File: src/rtl/pmem_ctrl_pkg.sv
// Shared definitions for the program-memory controller.
//   - state_e      : controller phase encoding (idle / boot-load / fetch)
//   - *_DEF        : default widths and reset PC used by pmem_ctrl
package pmem_ctrl_pkg;

  localparam int unsigned AW_DEF       = 8;
  localparam int unsigned IW_DEF       = 12;
  localparam int unsigned RESET_PC_DEF = 0;

  typedef enum logic [1:0] {
    ST_IDLE = 2'd0,
    ST_LOAD = 2'd1,
    ST_RUN  = 2'd2
  } state_e;

endpackage

File: src/rtl/pmem_ctrl_pc_unit.sv
// Program counter for the fetch port.
//   clk, rst     : clock, async active-high reset (pc -> RESET_PC)
//   set_i        : reload RESET_PC (entering RUN); highest priority
//   jump_i       : load jmp_addr_i
//   adv_i        : increment, wrapping modulo 2**AW
//   jmp_addr_i   : redirect target
//   pc_o         : current pc
module pmem_ctrl_pc_unit #(
  parameter int unsigned    AW       = 8,
  parameter logic [AW-1:0]  RESET_PC = '0
) (
  input  logic          clk,
  input  logic          rst,
  input  logic          set_i,
  input  logic          jump_i,
  input  logic          adv_i,
  input  logic [AW-1:0] jmp_addr_i,
  output logic [AW-1:0] pc_o
);

  logic [AW-1:0] pc_d, pc_q;

  always_comb begin
    pc_d = pc_q;
    if (set_i)       pc_d = RESET_PC;
    else if (jump_i) pc_d = jmp_addr_i;
    else if (adv_i)  pc_d = pc_q + AW'(1);
  end

  always_ff @(posedge clk or posedge rst) begin
    if (rst) pc_q <= RESET_PC;
    else     pc_q <= pc_d;
  end

  assign pc_o = pc_q;

endmodule

File: src/rtl/pmem_ctrl.sv
// Program-memory controller: boot-loads a program through the memory's
// LE/LA/LI write port, then fetches instructions into an instruction register.
//   clk, rst                    : clock, async active-high reset
//   start_load/start_run/stop_run : phase control pulses
//   ld_valid/ld_data/ld_last/ld_ready : load stream (ready only in LOAD)
//   pm_le/pm_la/pm_li           : registered memory write port
//   pm_e/pm_addr/pm_i           : fetch port (combinational memory read)
//   run_en/jmp_valid/jmp_addr   : fetch advance / redirect
//   ir/ir_pc/ir_valid           : instruction register for decode
//   load_done/load_count/err_ovf: load status
module pmem_ctrl
  import pmem_ctrl_pkg::*;
#(
  parameter int unsigned AW       = AW_DEF,
  parameter int unsigned IW       = IW_DEF,
  parameter int unsigned RESET_PC = RESET_PC_DEF
) (
  input  logic          clk,
  input  logic          rst,
  input  logic          start_load,
  input  logic          start_run,
  input  logic          stop_run,
  input  logic          ld_valid,
  input  logic [IW-1:0] ld_data,
  input  logic          ld_last,
  output logic          ld_ready,
  output logic          pm_le,
  output logic [AW-1:0] pm_la,
  output logic [IW-1:0] pm_li,
  output logic          pm_e,
  output logic [AW-1:0] pm_addr,
  input  logic [IW-1:0] pm_i,
  input  logic          run_en,
  input  logic          jmp_valid,
  input  logic [AW-1:0] jmp_addr,
  output logic [IW-1:0] ir,
  output logic [AW-1:0] ir_pc,
  output logic          ir_valid,
  output logic          load_done,
  output logic [AW:0]   load_count,
  output logic          err_ovf
);

  localparam logic [AW-1:0] ResetPc = RESET_PC[AW-1:0];
  localparam logic [AW:0]   CntMax  = {1'b1, {AW{1'b0}}};

  state_e state_d, state_q;

  logic [AW-1:0] wr_addr_d, wr_addr_q;
  logic [AW:0]   load_count_d, load_count_q;
  logic          err_ovf_d, err_ovf_q;
  logic          pm_le_d, pm_le_q;
  logic [AW-1:0] pm_la_d, pm_la_q;
  logic [IW-1:0] pm_li_d, pm_li_q;
  logic          load_done_d, load_done_q;
  logic [IW-1:0] ir_d, ir_q;
  logic [AW-1:0] ir_pc_d, ir_pc_q;
  logic          ir_valid_d, ir_valid_q;

  logic          accept, enter_load, enter_run, stay_run;
  logic [AW-1:0] pc;

  assign accept     = (state_q == ST_LOAD) && ld_valid;
  assign enter_load = (state_d == ST_LOAD) && (state_q != ST_LOAD);
  assign enter_run  = (state_d == ST_RUN) && (state_q != ST_RUN);
  assign stay_run   = (state_d == ST_RUN) && (state_q == ST_RUN);

  // FSM: state register
  always_ff @(posedge clk or posedge rst) begin
    if (rst) state_q <= ST_IDLE;
    else     state_q <= state_d;
  end

  // FSM: next state
  always_comb begin
    state_d = state_q;
    unique case (state_q)
      ST_IDLE: begin
        if (start_load)     state_d = ST_LOAD;
        else if (start_run) state_d = ST_RUN;
      end
      ST_LOAD: begin
        if (accept && ld_last) state_d = ST_IDLE;
      end
      ST_RUN: begin
        if (start_load)    state_d = ST_LOAD;
        else if (stop_run) state_d = ST_IDLE;
      end
      default: state_d = ST_IDLE;
    endcase
  end

  // FSM: outputs
  always_comb begin
    ld_ready = (state_q == ST_LOAD);
    pm_e     = (state_q == ST_RUN);
  end

  pmem_ctrl_pc_unit #(
    .AW       (AW),
    .RESET_PC (ResetPc)
  ) u_pc_unit (
    .clk        (clk),
    .rst        (rst),
    .set_i      (enter_run),
    .jump_i     (stay_run && jmp_valid),
    .adv_i      (stay_run && !jmp_valid && run_en),
    .jmp_addr_i (jmp_addr),
    .pc_o       (pc)
  );

  // Load datapath and instruction register
  always_comb begin
    wr_addr_d    = wr_addr_q;
    load_count_d = load_count_q;
    err_ovf_d    = err_ovf_q;
    pm_le_d      = 1'b0;
    pm_la_d      = pm_la_q;
    pm_li_d      = pm_li_q;
    load_done_d  = accept && ld_last;
    ir_d         = ir_q;
    ir_pc_d      = ir_pc_q;
    ir_valid_d   = ir_valid_q;

    if (enter_load) begin
      wr_addr_d    = '0;
      load_count_d = '0;
      err_ovf_d    = 1'b0;
    end else if (accept) begin
      if (load_count_q == CntMax) begin
        // Memory already full: drop the word and flag it.
        err_ovf_d = 1'b1;
      end else begin
        pm_le_d      = 1'b1;
        pm_la_d      = wr_addr_q;
        pm_li_d      = ld_data;
        wr_addr_d    = wr_addr_q + AW'(1);
        load_count_d = load_count_q + (AW+1)'(1);
      end
    end

    if (stay_run) begin
      if (jmp_valid) begin
        // The word fetched at the old pc is flushed.
        ir_valid_d = 1'b0;
      end else if (run_en) begin
        ir_d       = pm_i;
        ir_pc_d    = pc;
        ir_valid_d = 1'b1;
      end
    end else begin
      ir_valid_d = 1'b0;
    end
  end

  always_ff @(posedge clk or posedge rst) begin
    if (rst) begin
      wr_addr_q    <= '0;
      load_count_q <= '0;
      err_ovf_q    <= 1'b0;
      pm_le_q      <= 1'b0;
      pm_la_q      <= '0;
      pm_li_q      <= '0;
      load_done_q  <= 1'b0;
      ir_q         <= '0;
      ir_pc_q      <= '0;
      ir_valid_q   <= 1'b0;
    end else begin
      wr_addr_q    <= wr_addr_d;
      load_count_q <= load_count_d;
      err_ovf_q    <= err_ovf_d;
      pm_le_q      <= pm_le_d;
      pm_la_q      <= pm_la_d;
      pm_li_q      <= pm_li_d;
      load_done_q  <= load_done_d;
      ir_q         <= ir_d;
      ir_pc_q      <= ir_pc_d;
      ir_valid_q   <= ir_valid_d;
    end
  end

  assign pm_le      = pm_le_q;
  assign pm_la      = pm_la_q;
  assign pm_li      = pm_li_q;
  assign pm_addr    = pc;
  assign ir         = ir_q;
  assign ir_pc      = ir_pc_q;
  assign ir_valid   = ir_valid_q;
  assign load_done  = load_done_q;
  assign load_count = load_count_q;
  assign err_ovf    = err_ovf_q;

endmodule

File: config.mk
export PLATFORM = sky130hd
export DESIGN_NAME = pmem_ctrl
export DESIGN_NICKNAME = d
export VERILOG_FILES = /design/src/rtl/pmem_ctrl_pkg.sv /design/src/rtl/pmem_ctrl_pc_unit.sv /design/src/rtl/pmem_ctrl.sv
export SDC_FILE = /design/constraint.sdc
export NUM_CORES = 1
export LEC_CHECK = 0
export ABC_AREA = 1
export BUFFER_PORTS_ARGS = -buffer_cell sky130_fd_sc_hd__buf_2
export CAP_MARGIN = 20
export CORE_MARGIN = 5
export CORE_UTILIZATION = 50
export CTS_BUF_LIST = sky130_fd_sc_hd__clkbuf_8
export CTS_CLUSTER_DIAMETER = 200
export DETAILED_ROUTE_END_ITERATION = 8
export HOLD_SLACK_MARGIN = 0.08
export PLACE_DENSITY = 0.78
export SETUP_SLACK_MARGIN = 0.5
export SLEW_MARGIN = 20
export SYNTH_ARGS = -nofsm -noshare
export SYNTH_HDL_FRONTEND = slang
export SYNTH_HIERARCHICAL = 1
export SYNTH_SLANG_ARGS = --single-unit
File: constraint.sdc
create_clock -name clk -period 4.69 [get_ports clk]
set_clock_uncertainty 0.1 [all_clocks]
set_input_delay 0.469 -clock clk [delete_from_list [all_inputs] [get_ports clk]]
set_output_delay 0.469 -clock clk [all_outputs]
set_load 0.02 [all_outputs]
---- Yosys cells after proc, flatten, opt, wreduce, memory -nomap -nowiden ----
Cells that the tools add are included.
Widths: inputs -> output; s select.
word-level totals
  bits in registers ....................... 71
  input port bits ......................... 41
  output and inout port bits .............. 63
  word-level logic and storage cells ...... 68
operators by class
  add/subtract/negate cells ............... 3
  eq/ne operators ......................... 9
  mux-type cells .......................... 24
  bitwise gates (word level) .............. 3
  reduce and logical (&&, ||, !) cells .... 17
operator list
  cell                 count
  $mux 8               6
  $mux 9               3
  $add 8x1->8 const B  2
  $mux 2               5
  $add 9x1->9 const B  1
  $eq 9x9->1 const B   1
  $mux 1               9
  $logic_and 1x1->1    8
  $pmux 2 s3           1
  $reduce_and 3->1     2
  $eq 2x1->1 const B   2
  $eq 2x2->1 const B   2
  $ne 2x2->1 const B   2
  $reduce_and 2->1     2
  $reduce_bool 2->1    2
  $ne 3x3->1 const B   1
  $not 1->1            3
  $reduce_bool 3->1    1
  $logic_not 2->1      1
  $ne 2x1->1 const B   1
  $logic_not 1->1      1

---- Depth between registers and ports, before layout ----
Gate-level depths: netlist (run 1).
  word-level depth ........................ 12
  gate-level depth with buffers ........... 12
  depth with buffers taken out ............ 11

---- By module ----
Netlist (run 1), hierarchy kept.
by module, submodules not included
  module             times used  cells each  area an instance (µm²)  sequential area each (µm²)
  pmem_ctrl          1           353         2846.5                  1576.5
  pmem_ctrl_pc_unit  1           84          551.8                   200.2

---- Worst setup path before layout (run 1) ----
OpenSTA, ideal clock, no wires.
  kind .................................... register to register
  start ................................... register state_q[1]
  end ..................................... register u_pc_unit.pc_q[0] (netlist: u_pc_unit/pc_o[0])
  library setup time ...................... 0.139 ns
  arrival ................................. 1.551 ns
  required time ........................... 4.451 ns
  slack ................................... 2.901 ns
  stages on the path, launching flop included .. 9
  buffers on the path ..................... 1
  clock period less this slack ............ 1.789 ns
  path through ............................ dfrtp_1 > inv_2 > nor2_2 > nand3_2 > nor2_1 > inv_2 > buf_6 > o21ai_0 > o22ai_1
on the way
  elaborated cells between the ends (all ways) .. 21
  those cells by class .................... eq/ne (4); mux (8); reduce/logical (9)
RTL lines
  item                                         line                                       text
  start, declared                              pmem_ctrl.sv:47                            state_e state_d, state_q;
  start signal, assigned                       pmem_ctrl.sv:71                            else state_q <= state_d;
  $eq 2x2->1 *                                 -
  via pm_e                                     pmem_ctrl.sv:30                            output logic pm_e,
  $pmux 2 s3                                   pmem_ctrl.sv:77                            unique case (state_q)
  $eq 2x2->1                                   pmem_ctrl.sv:65, pmem_ctrl.sv:66
  $logic_and 1x1->1                            pmem_ctrl.sv:66                            assign stay_run = (state_d == ST_RUN) && (state_q == ST_RUN);
  $logic_and 1x1->1, on equally long branches  pmem_ctrl.sv:106, pmem_ctrl.sv:107
  $mux 8 or $logic_and 1x1->1 (tied branches)  pmem_ctrl_pc_unit.sv:26, pmem_ctrl.sv:107
  $mux 8 or $reduce_bool 3->1 (tied branches)  -
  end signal, assigned                         pmem_ctrl_pc_unit.sv:32                    else pc_q <= pc_d;
  end, declared                                pmem_ctrl_pc_unit.sv:21                    logic [AW-1:0] pc_d, pc_q;
Mark *: on every way through the listed nets, which the timed path passes. The rest lies on a longest branch.
A chain may end at the register's enable or synchronous reset.

---- Worst setup path in the final report (run 1) ----
  start ................................... register state_q[1]
  end ..................................... register u_pc_unit.pc_q[2] (netlist: u_pc_unit/pc_o[2])
on the way
  longest elaborated chain between the ends .. 10
  elaborated cells between the ends (all ways) .. 21
  those cells by class .................... eq/ne (4); mux (8); reduce/logical (9)
RTL lines
  item                                         line                                       text
  $eq 2x1->1                                   pmem_ctrl.sv:63, pmem_ctrl.sv:77
  $logic_and 1x1->1                            pmem_ctrl.sv:63                            assign accept = (state_q == ST_LOAD) && ld_valid;
  $logic_and 1x1->1                            pmem_ctrl.sv:83                            if (accept && ld_last) state_d = ST_IDLE;
  $mux 2                                       pmem_ctrl.sv:83
  $pmux 2 s3                                   pmem_ctrl.sv:77
  $eq 2x2->1                                   pmem_ctrl.sv:65, pmem_ctrl.sv:66
  $logic_and 1x1->1                            pmem_ctrl.sv:66
  $logic_and 1x1->1, on equally long branches  pmem_ctrl.sv:106, pmem_ctrl.sv:107
  $mux 8 or $logic_and 1x1->1 (tied branches)  pmem_ctrl_pc_unit.sv:26, pmem_ctrl.sv:107
  $mux 8 or $reduce_bool 3->1 (tied branches)  -
Several ways; a longest one is shown, not always the timed one.

==> results of run 1 <==
-- final cells by class --
type | count | area share [%]
Inverter | 40 | 3.63
Clock inverter | 6 | 1.48
Tap cell | 80 | 2.42
Timing Repair Buffer | 105 | 12.9
Multi-Input combinational cell | 313 | 33.2
Clock buffer | 10 | 3.33
Sequential cell | 71 | 43.0
-- synth_stat cells, drive strengths merged --
cell	count	area [um2]
inv	40	150
nand4	3	18.8
o22ai	1	6.26
nand3	29	150
o21ai	27	139
dfrtp	71	1780
xor2	7	61.3
nor2	35	149
nand2	202	766
clkbuf	1	3.75
o31ai	2	15.0
buf	12	95.1
nor3	2	10.0
ha	4	50.1
o21a	1	7.51
-- kinds of logic (layout without fill, tap and decap cells) --
logic type / after synthesis / in the layout
compound gates: 31 / 31
xor+xnor: 7 / 7
fa+ha+maj: 4 / 4
buf+inv: 53 / 161
flops: 71 / 71
simple gates: 271 / 271
-- power groups by stage --
stage / Combinational [mW] / Sequential [mW] / Clock [mW]
after CTS: 0.510 / 0.783 / 0.493
after global placement: 0.493 / 0.790 / 0
after detailed placement: 0.507 / 0.794 / 0
after floorplan: 0.247 / 0.889 / 0
final: 0.502 / 0.783 / 0.481
after global routing: 0.567 / 0.799 / 0.518
-- sequential cells by signal (all words and copies together), names as in the netlist --
name            count
ir                 12
state_q             2
wr_addr_q           8
pm_li              12
pm_le               1
load_count          9
u_pc_unit/pc_o      8
ir_pc               8
ir_valid            1
load_done           1
pm_la               8
err_ovf             1
-- path summary, 6_finish.rpt --
check / start / end / depth (start not counted)
min in group asynchronous: rst / u_pc_unit/pc_o[3] / 3
max: state_q[1] / u_pc_unit/pc_o[2] / 10
min: pm_i[7] / ir[7] / 3
max in group asynchronous: rst / wr_addr_q[1] / 4
min reg2reg: pm_li[10] / pm_li[10] / 2
max reg2reg: state_q[1] / u_pc_unit/pc_o[2] / 10
-- per-layer routing --
layer	up-vias	global-route usage [%]	wire length [um]
met1	1396	25.2	3660
li1	1556	-	-
met2	90	30.0	3720
met4	0	7.67	116
met3	8	4.39	492
met5	-	0	0
-- per-stage QoR --
| stage | setup slack, ps | instance area [um2] |
|---|---|---|
| after floorplan | 2550 | 3400 |
| after global placement | 2480 | 3920 |
| after detailed placement | 2420 | 3920 |
| after CTS | 2460 | 4130 |
| after global routing | 2200 | 4130 |
| final | 2480 | 4130 |
-- worst min-delay path: stages --
cell,delay (ps)
buf_2,70
nand2_1,40
nand2_1,40
==> results_dict.tcl, run 1 <==
set metrics [dict create \
    syn_inst 437 \
    die_w_um 92.4 \
    muxShareOfSynthArea_pct 0 \
    switching_share_pct 36.7 \
    syn-num-nets 482 \
    p_sw_mw 0.648 \
    drt-pass1-iter-count 5 \
    synth-xor-area-share_pct 1.80 \
    fmax_mhz 452 \
    final_common_cell "nand2_1" \
    p_int_mw 1.12 \
    grt_pass1_vias 2840 \
    grt_use_total_pct 19.0 \
    postCtsSetupBuffers 0 \
    path_cells "inv_2 > nor2_1 > nand3_2 > nor2_2 > nand2_2 > inv_2 > o21ai_2 > nor2_1 > o21ai_0 > nand2_1" \
    numPlacedInstances 608 \
    ir_drop_uv 256 \
    ys_ff_latch 71 \
    crit_required_ps 4860 \
    seqPwrFrac_pct 44.3 \
    synthesis.area_um2 3400 \
    arrival_ps 2390 \
    cts_resized 0 \
    cts_root_buf "clkbuf_8" \
    outcome "completed" \
    std_cell_rows 30 \
    grt_pass1_wl_mm 13.0 \
    synth_area_per_cell_um2 7.78 \
    n_antenna_cell 0 \
    mostFrequentLayoutCells "nand2_1, buf_2, dfrtp_1" \
    post-dp-hpwl_mm 5.81 \
    synth-simple-area-share_pct 32.2 \
    die-area_um2 8550 \
    holdWs_ps 223 \
    viasPerCell 4.88 \
    regArea_um2 1780 \
    powerDensity_nw_per_um2 427 \
    routed_wl_mm 7.98 \
    drv_cap 0 \
    p_leak_nw 2.43 \
    synth_fa_ha_area_share_pct 1.47 \
    synth_compound_area_share_pct 4.93 \
    port-buffer-count 103 \
    worst_slew_pin_slew_ps 780 \
    cp_max_fo 22 \
    path_clk_slew_ps 70 \
    wl_per_cell_um 12.8 \
    start_kind "flop" \
    core-area_um2 6720 \
    cts_made_buffers 9 \
    multi_input_area_um2 1370 \
    antenna_found_initial 0 \
    r2r_slack_ps 2480 \
    clock_path_buffers 2 \
    fin_util_pct 61.5 \
    cts_sinks 71 \
    yosys_warnings 6 \
    ios 104 \
    min_period_ps 2210 \
    grt_setup_unrepaired "false" \
    critPathSlowestCell "dfrtp_1" \
    layout.cells.non_filler 625 \
    drt_iter0_drc 140 \
    nets 585 \
    cp_top_family "simple AND/OR/NAND/NOR gates" \
    cts_hold_buf 1 \
    yosysSeqAreaShare_pct 52.3 \
    synth_top_family_by_area "simple AND/OR/NAND/NOR gates" \
    fin_total_pwr_mw 1.77 \
    synth_cell_types 25 \
    clk_latency_ps 340 \
    cpPeakStageDelay_ps 440 \
    drv_slew 0 \
    power_frac_comb_pct 28.4 \
    layout-drive-gt1-share_pct 25.1 \
    crit_path_end_kind "flop" \
    path_buf_inv 2 \
    slew_headroom_pct 48.0 \
    setup_viol 0 \
    areaGrowthSynthToFinish_pct 21.6 \
    hp-class "in2reg" \
    routed-via-count 3050 \
    drcViolationCount 0 \
    nFillCells 625 \
    period_share_pct 47.2 \
    globalplace.congestion 0.793 \
    finalSetupTns_ps 0 \
    clkPwrFrac_pct 27.2 \
    overflow 0 \
    grt_max_degree 64 \
    die_y_um 92.4 \
    hold_viol 0 \
    worstSetupPathType "reg2reg" \
    cts_tree "built" \
    final_antenna_net_count 0 \
    htree_levels 3 \
    initial_core_util_pct 50.6 \
]
Note: power is estimated with default switching activity, not from simulation.
==> inputs of run 2 (changes only) <==
--- a/config.mk
+++ b/config.mk
@@ -5,7 +5,7 @@
 export SDC_FILE = /design/constraint.sdc
 export NUM_CORES = 1
 export LEC_CHECK = 0
-export ABC_AREA = 1
+export ABC_AREA = 0
 export BUFFER_PORTS_ARGS = -buffer_cell sky130_fd_sc_hd__buf_2
 export CAP_MARGIN = 20
 export CORE_MARGIN = 5
@@ -14,7 +14,7 @@
 export CTS_CLUSTER_DIAMETER = 200
 export DETAILED_ROUTE_END_ITERATION = 8
 export HOLD_SLACK_MARGIN = 0.08
-export PLACE_DENSITY = 0.78
+export PLACE_DENSITY = 0.79
 export SETUP_SLACK_MARGIN = 0.5
 export SLEW_MARGIN = 20
 export SYNTH_ARGS = -nofsm -noshare
==> constraint.sdc (replaced) <==
create_clock -name clk -period 2.1 [get_ports clk]
set_clock_uncertainty 0.1 [all_clocks]
set_input_delay 0.21 -clock clk [delete_from_list [all_inputs] [get_ports clk]]
set_output_delay 0.21 -clock clk [all_outputs]
set_load 0.02 [all_outputs]
==> run 2 against run 1 <==
Fmax rose by 21%. Cell area rose by 17%. Sequential cell count did not move. Largest power group is now combinational logic. Die area fell by 4.3%. Wire length rose by 8.3%.
==> results_dict.tcl, run 2 <==
set metrics [dict create \
    fmax_mhz 545 \
    cpPeakStageDelay_ps 430 \
    crit_top_cell "nand2_4" \
    path_clk_slew_ps 80 \
    worst_slew_pin_slew_ps 666 \
    die_w_um 90.4 \
    mostFrequentLayoutCells "buf_2, dfrtp_1, dlygate4sd3_1" \
    layout-drive-gt1-share_pct 55.7 \
    areaGrowthSynthToFinish_pct 49.4 \
    die_y_um 90.4 \
    final_common_cell "buf_2" \
    cts_root_buf "clkbuf_8" \
    powerDensity_nw_per_um2 993 \
    nets 462 \
    final_area_um2 4830 \
    ys_ff_latch 71 \
    slew_headroom_pct 55.5 \
    worstSetupPathType "reg2reg" \
    hp-class "in2reg" \
    start_kind "flop" \
    wl_per_cell_um 17.3 \
    yosysSeqAreaShare_pct 54.9 \
    netlist_top_cells_count "dfrtp_1, mux2_4, mux2_2, nand2_1, nor2_1" \
    place_area_um2 3920 \
    drt_iter0_drc 88 \
    yosysMostFrequentCell "dfrtp_1" \
    drv_cap 0 \
    cts_tree "built" \
    cts_made_buffers 9 \
    grt_pass1_vias 2586 \
    synthTopCellsByArea "dfrtp_1, mux2_4, mux2_2, xnor2_1, mux2i_1" \
    routed_wl_mm 8.64 \
    globalplace.congestion 0.790 \
    viasPerCell 5.27 \
    grt_pass1_wl_mm 13.2 \
    overflow 0 \
    path_cells "nor2b_4 > and3b_2 > nand2_4 > clkinv_4 > buf_6 > nand2_4 > or3_4 > a311oi_2" \
    arrival_ps 1980 \
    setup_viol 0 \
    power_frac_comb_pct 40.2 \
    hold_viol 0 \
    ys.flop_type "dfrtp_1" \
    grt_use_total_pct 19.9 \
    clkPwrFrac_pct 19.9 \
    critPathSlowestCell "dfrtp_2" \
    p_sw_mw 1.76 \
    final_antenna_net_count 0 \
    antenna_found_initial 0 \
    finalSetupTns_ps 0 \
    htree_levels 3 \
    n_antenna_cell 0 \
    synth_top_area_share_pct 54.9 \
    nFillCells 418 \
    clock_path_buffers 2 \
    initial_core_util_pct 51.2 \
    p_int_mw 3.03 \
    crit_required_ps 2240 \
    std_cell_rows 29 \
    synth_edf_count 0 \
    core-area_um2 6310 \
    path_buf_inv 2 \
    post-dp-hpwl_mm 5.11 \
    die-area_um2 8180 \
    cp_max_fo 4 \
    cts_sinks 71 \
    crit_path_end_kind "flop" \
    switching_share_pct 36.7 \
    p_leak_nw 2.50 \
    min_period_ps 1830 \
    outcome "completed" \
    fin_total_pwr_mw 4.80 \
    routed-via-count 2630 \
    seqPwrFrac_pct 39.9 \
    ios 104 \
    cp_top_family "simple AND/OR/NAND/NOR gates" \
    clk_latency_ps 340 \
    port-buffer-count 103 \
    period_share_pct 87.4 \
    synthArstFlopShare_pct 100 \
    drcViolationCount 0 \
    drv_slew 0 \
    drt-pass1-iter-count 4 \
    synth_top_area_cell "dfrtp_1" \
    syn-num-nets 293 \
    synthesis.area_um2 3230 \
    synth_cell_types 46 \
    yosys_warnings 6 \
    grt_max_degree 36 \
    syn_inst 248 \
    synth_area_per_cell_um2 13.0 \
    grt_setup_unrepaired "true" \
    ir_drop_uv 635 \
]
-- run 2: changes by cell type after synthesis, sizes merged, moves of 4 or more --
cell / previous run / this run
mux2: 0 / 40
inv: 40 / 9
xor2: 7 / 2
a211oi: 0 / 5
mux2i: 0 / 7
nor2: 35 / 16
a2111oi: 0 / 4
buf: 12 / 7
nand3: 29 / 6
o21ai: 27 / 5
xnor2: 0 / 9
nand2: 202 / 18
nand4: 3 / 7
-- run 2: final cells by class --
type	instances	area [um2]	area share, %
Timing Repair Buffer	167	1180	24.3
Clock inverter	7	50.0	1.04
Tap cell	77	96.3	1.99
Clock buffer	9	124	2.56
Inverter	10	53.8	1.11
Multi-Input combinational cell	158	1550	32.1
Sequential cell	71	1780	36.9
-- run 2: power by group through the flow --
| stage | combinational [mW] | sequential [mW] | clock (mW) |
|---|---|---|---|
| after floorplan | 0.725 | 2.24 | 0 |
| after global placement | 1.50 | 1.94 | 0 |
| after detailed placement | 1.53 | 1.95 | 0 |
| after CTS | 1.75 | 1.90 | 0.984 |
| after global routing | 2.06 | 1.96 | 1.04 |
| final | 1.93 | 1.91 | 0.955 |
-- run 2: cell families after synthesis --
family                     after synthesis  synth area share (%)
and+or+nand+nor                         72                  13.3
DFF                                     71                  54.9
muxes                                   47                  18.4
AOI/OAI and AO/OA                       24                  5.73
buffers and inverters                   19                  3.06
xor gates and xnor gates                11                  2.98
adders and majority gates                4                  1.55
-- run 2: repair_timing --
| item | CTS | global route |
|---|---|---|
| buffers inserted | 10 | 10 |
| hold buffers | 33 | 0 |
| hold endpoints to repair | 69 | 0 |
| gates cloned | 2 | 2 |
| gates resized for setup | 14 | 30 |
| endpoints found under the setup margin | 55 | 65 |
| pin swaps | 9 | 14 |
-- run 2: worst paths after layout --
check                      cells past startpoint  startpoint  slack [ps]                 to
setup / recovery                               8  state_q[0]         270  u_pc_unit/pc_o[6]
hold / removal                                 4    ld_valid         100         state_q[0]
setup reg to reg                               8  state_q[0]         270  u_pc_unit/pc_o[6]
hold reg to reg                                1       ir[7]         390              ir[7]
max in group asynchronous                      4         rst         860      load_count[3]
min in group asynchronous                      3         rst         330  u_pc_unit/pc_o[1]
-- run 2: metal layers --
metal,track usage (%),vias to the layer above,wire (um)
li1,-,1220,-
met5,0,-,0
met2,32.5,98,4340
met4,8.06,0,168
met3,3.67,12,450
met1,26.2,1300,3680
-- run 2: worst min-delay path: cells and delay by family --
| kind | cells | cell delay [ps] |
|---|---|---|
| buffers and inverters | 1 | 140 |
| and+or+nand+nor | 3 | 150 |
-- run 2: metrics by stage --
| step | instances | setup WS (ps) | utilization, % | hold slack, ps |
|---|---|---|---|---|
| 5_1_grt | 499 | 205 | 76.5 | 108 |
| 3_3_place_gp | 426 | 220 | 62.1 | 105 |
| 2_1_floorplan | 248 | 147 | - | -74.3 |
| 6_report | 499 | 265 | 76.5 | 98.3 |
| 4_1_cts | 487 | 308 | 72.8 | 87.7 |
| 3_5_place_dp | 426 | 167 | 62.1 | 113 |
==> inputs of run 3 (changes only) <==
--- a/config.mk
+++ b/config.mk
@@ -15,6 +15,7 @@
 export DETAILED_ROUTE_END_ITERATION = 8
 export HOLD_SLACK_MARGIN = 0.08
 export PLACE_DENSITY = 0.79
+export RECOVER_POWER = 50
 export SETUP_SLACK_MARGIN = 0.5
 export SLEW_MARGIN = 20
 export SYNTH_ARGS = -nofsm -noshare
==> run 3 against run 2 <==
Global-route usage stayed put. Critical path depth is 3 lower. Sequential power hardly changed. Register-to-register slack worse by 90 ps. Die area stayed put. Critical path type unchanged.
==> results_dict.tcl, run 3 (synthesized netlist as in run 2, its figures left out) <==
set metrics [dict create \
    outcome "completed" \
    cp_max_fo 7 \
    finalSetupTns_ps 0 \
    viasPerCell 5.27 \
    final_area_um2 4750 \
    ir_drop_uv 622 \
    worst_slew_pin_slew_ps 1360 \
    clock_path_buffers 2 \
    slew_headroom_pct 8.80 \
    cts_sinks 71 \
    p_int_mw 2.96 \
    arrival_ps 2050 \
    grt_use_total_pct 19.9 \
    areaGrowthSynthToFinish_pct 47.0 \
    std_cell_rows 29 \
    powerDensity_nw_per_um2 997 \
    cts_root_buf "clkbuf_8" \
    setup_viol 0 \
    drt-pass1-iter-count 4 \
    hold_viol 0 \
    drv_slew 0 \
    path_cells "clkbuf_1 > nand3b_4 > a21oi_4 > clkbuf_16 > mux2_4" \
    nets 462 \
    drt_iter0_drc 65 \
    layout-drive-gt1-share_pct 42.2 \
    antenna_found_initial 0 \
    setup_ws_ps 176 \
    mostFrequentLayoutCells "dfrtp_1, clkbuf_1, buf_2" \
    clkPwrFrac_pct 20.2 \
    die-area_um2 8180 \
    seqPwrFrac_pct 40.5 \
    worstSetupPathType "reg2reg" \
    die_y_um 90.4 \
    htree_levels 3 \
    grt_pass1_vias 2586 \
    crit_required_ps 2230 \
    regArea_um2 1780 \
    fmax_mhz 520 \
    drv_cap 0 \
    reg2reg_depth 5 \
    cts_tree "built" \
    grt_max_degree 36 \
    grt_pass1_wl_mm 13.2 \
    p_sw_mw 1.78 \
    critPathSlowestCell "dfrtp_2" \
    ios 104 \
    crit_path_end_kind "flop" \
    routed_wl_mm 8.72 \
    multi_input_area_um2 1550 \
    drcViolationCount 0 \
    switching_share_pct 37.5 \
    hold_path_depth 4 \
    start_kind "flop" \
    numPlacedInstances 426 \
    core-area_um2 6310 \
    hp-class "in2reg" \
    final_common_cell "dfrtp_1" \
    power_frac_comb_pct 39.3 \
    grt_setup_unrepaired "true" \
    min_period_ps 1920 \
    globalplace.congestion 0.790 \
    final_antenna_net_count 0 \
    cpPeakStageDelay_ps 390 \
    path_clk_slew_ps 80 \
    nFillCells 453 \
    wl_per_cell_um 17.5 \
    die_w_um 90.4 \
    initial_core_util_pct 51.2 \
    clk_latency_ps 340 \
    cts_made_buffers 9 \
    p_leak_nw 2.29 \
    post-dp-hpwl_mm 5.11 \
    routed-via-count 2631 \
    n_antenna_cell 0 \
    layout.cells.non_filler 499 \
    dpl_worst_slack_ps 167 \
    period_share_pct 91.6 \
    port-buffer-count 103 \
    place_area_um2 3920 \
    overflow 0 \
]
==> run 3: repair_timing <==
| item | 4_1_cts | 5_1_grt |
|---|---|---|
| endpoints found under the setup margin | 55 | 65 |
| hold buffers | 33 | 0 |
| gates cloned | 2 | 2 |
| hold endpoints to repair | 69 | 0 |
| resized for setup | 14 | 30 |
| pin swaps | 9 | 14 |
| buffers inserted | 10 | 10 |
==> run 3: power by group through the flow <==
stage,Sequential [mW],Combinational [mW],Clock [mW]
2_1_floorplan,2.24,0.725,0
3_3_place_gp,1.94,1.50,0
3_5_place_dp,1.95,1.53,0
4_1_cts,1.90,1.75,0.984
5_1_grt,1.97,1.98,1.04
6_report,1.92,1.86,0.958
==> run 3: layout make-up <==
cell class	instances	share of cell area [%]
clock buffer	9	2.61
clock inverter	7	1.05
inverter	10	1.08
multi-input combinational	158	32.6
sequential	71	37.4
tap	77	2.03
timing repair buffer	167	23.2
==> run 3: path summary, 6_finish.rpt <==
check	slack, ps	to	from
setup / recovery	180	pm_la[6]	state_q[0]
max in group asynchronous	520	pm_li[6]	rst
hold reg to reg	400	ir[7]	ir[7]
hold / removal	100	state_q[0]	ld_valid
setup reg to reg	180	pm_la[6]	state_q[0]
min in group asynchronous	310	u_pc_unit/pc_o[1]	rst
==> run 3: per-layer routing <==
metal | vias to the layer above | part of all wire, % | track usage (%)
met4 | 0 | 1.8 | 8.06
met1 | 1310 | 43 | 26.2
met2 | 88 | 50 | 32.5
li1 | 1223 | - | -
met3 | 10 | 4.8 | 3.67
met5 | - | 0 | 0
==> run 3: critical path: cells and delay by family, from the launching register on <==
family                 cells  cell delay [ps]
AND/OR/NAND/NOR            1              150
multiplexers               1              290
flip-flops                 1              390
buffers and inverters      2              520
AO/OA/AOI/OAI              1              360
==> run 3: per-stage QoR <==
| stage | util [%] | power [mW] | hold WS, ps |
|---|---|---|---|
| global placement | 62.1 | 3.44 | 105 |
| detailed placement | 62.1 | 3.48 | 113 |
| global route | 75.3 | 4.99 | 108 |
| CTS | 72.8 | 4.63 | 87.7 |
| finish | 75.3 | 4.74 | 103 |
| floorplan | - | 2.97 | -74.3 |
